$ cat src/rtl/mux_arbiter.sv
// Round-robin arbiter sharing the 4:1 mux datapath among four requesters.
// Issues a registered one-hot grant and drives the mux selects with a bounded hold tenure.
module mux_arbiter #(
    parameter  int unsigned MAX_HOLD = 4,
    localparam int unsigned CW       = $clog2(MAX_HOLD + 1)
) (
    input  logic       clk,
    input  logic       rst_n,
    input  logic [3:0] req,
    output logic [3:0] gnt,
    output logic       S1,
    output logic       S0,
    output logic       busy,
    output logic       switch
);

    localparam int unsigned NREQ = 4;
    localparam int unsigned IW   = 2;
    localparam logic [CW-1:0] HOLD_MAX = CW'(MAX_HOLD);

    typedef enum logic {
        IDLE  = 1'b0,
        GRANT = 1'b1
    } state_t;

    state_t          state_q, state_d;
    logic [IW-1:0]   own_q, own_d;
    logic [IW-1:0]   last_q, last_d;
    logic [CW-1:0]   cnt_q, cnt_d;
    logic [NREQ-1:0] gnt_d;
    logic            switch_d;
    logic [IW:0]     pick_idle, pick_drop, pick_rot;

    // First set bit searching upward from start, modulo 4; MSB of result flags a hit.
    function automatic logic [IW:0] rr_pick(input logic [NREQ-1:0] r, input logic [IW-1:0] start);
        logic [IW:0]   res;
        logic [IW-1:0] idx;
        res = '0;
        for (int i = int'(NREQ) - 1; i >= 0; i--) begin
            idx = start + IW'(i);
            if (r[idx]) res = {1'b1, idx};
        end
        return res;
    endfunction

    assign pick_idle = rr_pick(req, last_q + IW'(1));
    assign pick_drop = rr_pick(req, own_q + IW'(1));
    // Rotation at hold limit only considers the other requesters.
    assign pick_rot  = rr_pick(req & ~(NREQ'(1) << own_q), own_q + IW'(1));

    // Next-state and next-output logic.
    always_comb begin
        state_d  = state_q;
        own_d    = own_q;
        last_d   = last_q;
        cnt_d    = cnt_q;
        switch_d = 1'b0;
        unique case (state_q)
            IDLE: begin
                if (pick_idle[IW]) begin
                    state_d  = GRANT;
                    own_d    = pick_idle[IW-1:0];
                    last_d   = pick_idle[IW-1:0];
                    cnt_d    = CW'(1);
                    switch_d = 1'b1;
                end
            end
            GRANT: begin
                if (!req[own_q]) begin
                    if (pick_drop[IW]) begin
                        own_d    = pick_drop[IW-1:0];
                        last_d   = pick_drop[IW-1:0];
                        cnt_d    = CW'(1);
                        switch_d = 1'b1;
                    end else begin
                        state_d = IDLE;
                        cnt_d   = '0;
                    end
                end else if (cnt_q < HOLD_MAX) begin
                    cnt_d = cnt_q + CW'(1);
                end else if (pick_rot[IW]) begin
                    own_d    = pick_rot[IW-1:0];
                    last_d   = pick_rot[IW-1:0];
                    cnt_d    = CW'(1);
                    switch_d = 1'b1;
                end else begin
                    cnt_d = CW'(1);
                end
            end
            default: state_d = IDLE;
        endcase
        gnt_d = (state_d == GRANT) ? (NREQ'(1) << own_d) : '0;
    end

    // State and registered outputs; own_q doubles as the select register held through IDLE.
    always_ff @(posedge clk or negedge rst_n) begin
        if (!rst_n) begin
            state_q <= IDLE;
            own_q   <= '0;
            last_q  <= IW'(NREQ - 1);
            cnt_q   <= '0;
            gnt     <= '0;
            busy    <= 1'b0;
            switch  <= 1'b0;
        end else begin
            state_q <= state_d;
            own_q   <= own_d;
            last_q  <= last_d;
            cnt_q   <= cnt_d;
            gnt     <= gnt_d;
            busy    <= |gnt_d;
            switch  <= switch_d;
        end
    end

    assign S1 = own_q[1];
    assign S0 = own_q[0];

endmodule

$ cat config.mk
export PLATFORM = sky130hd
export DESIGN_NAME = mux_arbiter
export DESIGN_NICKNAME = d
export VERILOG_FILES = /design/src/rtl/mux_arbiter.sv
export SDC_FILE = /design/constraint.sdc
export NUM_CORES = 1
export LEC_CHECK = 0
export ABC_CLOCK_PERIOD_IN_PS = 3700
export CORE_MARGIN = 8
export CORE_UTILIZATION = 45
export CTS_BUF_LIST = sky130_fd_sc_hd__clkbuf_4 sky130_fd_sc_hd__clkbuf_8 sky130_fd_sc_hd__clkbuf_16
export CTS_CLUSTER_DIAMETER = 60
export DETAILED_ROUTE_END_ITERATION = 7
export PLACE_DENSITY = 0.79
export SLEW_MARGIN = 20
export SYNTH_ARGS = -nofsm -noshare
export SYNTH_HDL_FRONTEND = slang
export SYNTH_SLANG_ARGS = --single-unit
$ cat constraint.sdc
create_clock -name clk -period 3.7 [get_ports clk]
set_input_delay 1.11 -clock clk [delete_from_list [all_inputs] [get_ports clk]]
set_output_delay 1.11 -clock clk [all_outputs]
set_load 0.01 [all_outputs]
==> impl_results.md <==
- # DRC: 0
- Total Negative Setup Slacks: 0 ns
- Die width: 65.02 µm
- Status: finished clean
- I/O pin count: 14
- CP required: 3.91 ns
- Fmax achieved: 325.9 MHz
- Adder-cell area share of the yosys netlist: 5.787%
- CTS resizes: 0
- Gate power share: 58.7%
- Skew-Pair Late Insertion Delay: 0.27 ns
- Post-Synth XOR/XNOR Area: 0%
- Cell Area, Synth: 0.001081 mm²
- Final core utilization: 56.47%
- Setup Viol. Count Final: 0
- PortBufs: 13
- Drt total wl: 2418 µm
- Detailed placer's ending HPWL: 1908 µm
- Die ar.: about 0.0042 mm²
- Max-slew violations: 0
- Largest family of logic cells by synthesized area: compound AO/OA/AOI/OAI gates
- DR vias: 940
- Sequential share of the synthesized area: 32.64%
- Max Root-Sink Buffers: 2
- Min-delay worst type: flip-flop to flip-flop
- Hold Slack: 0.5407 ns
- Vias in the first global route: 916
- Post-synthesis simple-gate area fraction: 23.38%
- VDD IR-drop max: between 0.4 and 0.5 mV
- Post-synth EDFFs: 0
- Cell Pwr Density: 777.9 mW/mm²
- Rel. slew slack: 59.63%
- Post-CTS Repair Setup Buffers: 0
- Clock Skew: 0.003941 ns
- Syn_area_per_cell: 9.084 µm²
- Largest net degree at the start of global routing: 17
- Nets: 144
- Final Cycle Share: between 80 and 90%
- Internal: 564.2 µW
- Clock network fraction of total power: 10.9%
- CTS tree: built
- DRT iter0 DRCs: 38
- Switching part of the total: 42.50%
- Die height: approximately 65 µm
- P_sw: about 420 µW
- First-pass GRT wire length: 4188 µm
- Crit Path Max Fanout: 11
- Mux share of post-synthesis cell area: 5.093%
- Area Overhead vs Synth: 16.67%
- Initial antenna violation count: 0
- Synth Register Bits: 14
- Htree depth: 1
- Arr. time, crit path: 3.28 ns
- Drt first pass iters: 4
- Final GP Congestion: 0.8924
- Core Region: 0.002233 mm²
- Post-synth top flop: dfrtp_1
- Root Driver: clkbuf_4
- CP Launch Type: primary input
- # hold bufs at CTS: 0
- Total global-route track usage: a little under an eighth
- LEAKAGE: about 0.00053 µW
- Grt ovf: 0
- Async set-reset flop share out of synthesis: 100.0%
- Syn_nets: 130
- CP Class: primary input to flip-flop
- Placed Cells incl. Taps: 156
- Slew @ Worst Pin: 0.6037 ns
- Starting density of the core: 48.40%
- Max Cap Viol: 0
- Compound-gate portion of the synthesized area: 25.23%
- Share of post-route cells with drive strength above 1: 16.67%
- Worst-path clk slew: 0.08 ns
- Via-to-Cell Ratio: about 5.9
- TritonCTS Buffers: 3
- N_diodes: 0
- Syn. warnings: 0
- RSZ-0062 raised after global routing: no
- Unique masters post-synth: 45
- Endpoint type of the worst setup path: flip-flop
- Cell Rows: 17
- Clock sinks: 14
- WL/cell: 15.11 µm
- Antenna-violating nets left: 0
- Final non-filler cell total: 160
- Post-synthesis cell count: approximately 120
- Final Hold Fails: 0
- Sequential power share: 30.4%
- Tmin final: 3.068 ns
## layer usage
| layer | track usage, % | vias up | part of all wire (%) |
|---|---|---|---|
| met1 | 15.08 | 453 | 46 |
| met3 | 2.405 | 4 | 4.6 |
| met2 | 19.75 | 24 | 48 |
| met5 | 0 | - | 0 |
| met4 | 3.815 | 0 | 1.4 |
| li1 | - | 459 | - |
## area by class of cell
type                       instances  area [µm²]
fill                             206       972.2
sequential                        14       352.8
clock buffer                       4       36.28
timing repair buffer              16       152.6
tap                               28       35.03
multi-input combinational         87       643.1
inverter                          11       41.29
## worst max-delay path: stages
cell	delay, ns
clkdlybuf4s50_1	0.59
or4b_1	0.24
a21oi_1	0.06
or4_4	0.52
and4_4	0.21
o31ai_4	0.31
and4_1	0.23
## through the flow
| stage | setup WS [ns] | total power [µW] | instance area [µm²] |
|---|---|---|---|
| floorplan | 1.030 | 711.2 | 1081 |
| global placement | 0.3886 | 863.8 | 1225 |
| detailed placement | 0.3373 | 869.3 | 1225 |
| CTS | 0.6292 | 979.2 | 1261 |
| global route | 0.5362 | 1056 | 1261 |
| finish | 0.6319 | 981.1 | 1261 |
## path summary, 6_finish.rpt
path	startpoint	to	slack (ns)	depth (start not counted)
max reg2reg	own_q[0]	gnt[1]	0.78	8
max in group asynchronous	rst_n	gnt[3]	2.10	1
min in group asynchronous	rst_n	switch	1.21	1
min reg2reg	last_q[1]	last_q[1]	0.54	2
max	req[2]	gnt[1]	0.63	7
min	last_q[1]	last_q[1]	0.54	2
## power groups by stage
stage / logic (µW) / clock network [µW] / registers [µW]
final: 576 / 107 / 298
after global routing: 635 / 115 / 306
after CTS: 574 / 109 / 297
after detailed placement: 571 / 0 / 299
after global placement: 567 / 0 / 296
after floorplan: 430 / 0 / 282
## state kept, by name (all words and copies together) (netlist names)
| register | cells |
|---|---|
| own_q | 2 |
| last_q | 2 |
| gnt | 4 |
| state_q | 1 |
| busy | 1 |
| switch | 1 |
| cnt_q | 3 |
## cells in the final DEF (no fill, tap or decap), types with 2 or more instances in the layout
master,netlist,final
a31oi_1,2,2
a21oi_1,8,8
nor2b_1,5,5
a21oi_2,2,2
nor2_1,7,7
dfstp_2,2,2
clkdlybuf4s50_1,0,13
clkbuf_4,0,3
or3_1,2,2
buf_4,2,3
a21o_1,3,3
o31a_1,2,2
nand3_1,5,5
a21boi_0,2,2
o21ai_1,2,2
mux2_2,2,2
dfrtp_1,12,12
nand2b_1,2,2
nand3b_1,2,2
inv_1,10,10
ha_1,5,5
a2111oi_0,2,2
nand2_1,8,8
o21ai_0,7,7
## synth_stat cells (3+ instances only)
master	n	share of area, %
o21ai_0	7	3.2
a21o_1	3	2.1
inv_1	10	3.5
ha_1	5	5.8
nand2_1	8	2.8
dfrtp_1	12	28
nand3_1	5	2.3
nor2b_1	5	2.9
nor2_1	7	2.4
a21oi_1	8	3.7
## kinds of logic (layout without fill, tap and decap cells)
group	Yosys count	after routing
AO/OA/AOI/OAI	38	38
adder cells (fa/ha/maj)	5	5
buffers and inverters	18	31
flip-flops	14	14
multiplexers	4	4
AND/OR/NAND/NOR	40	40
(Power assumes the default switching activity.)
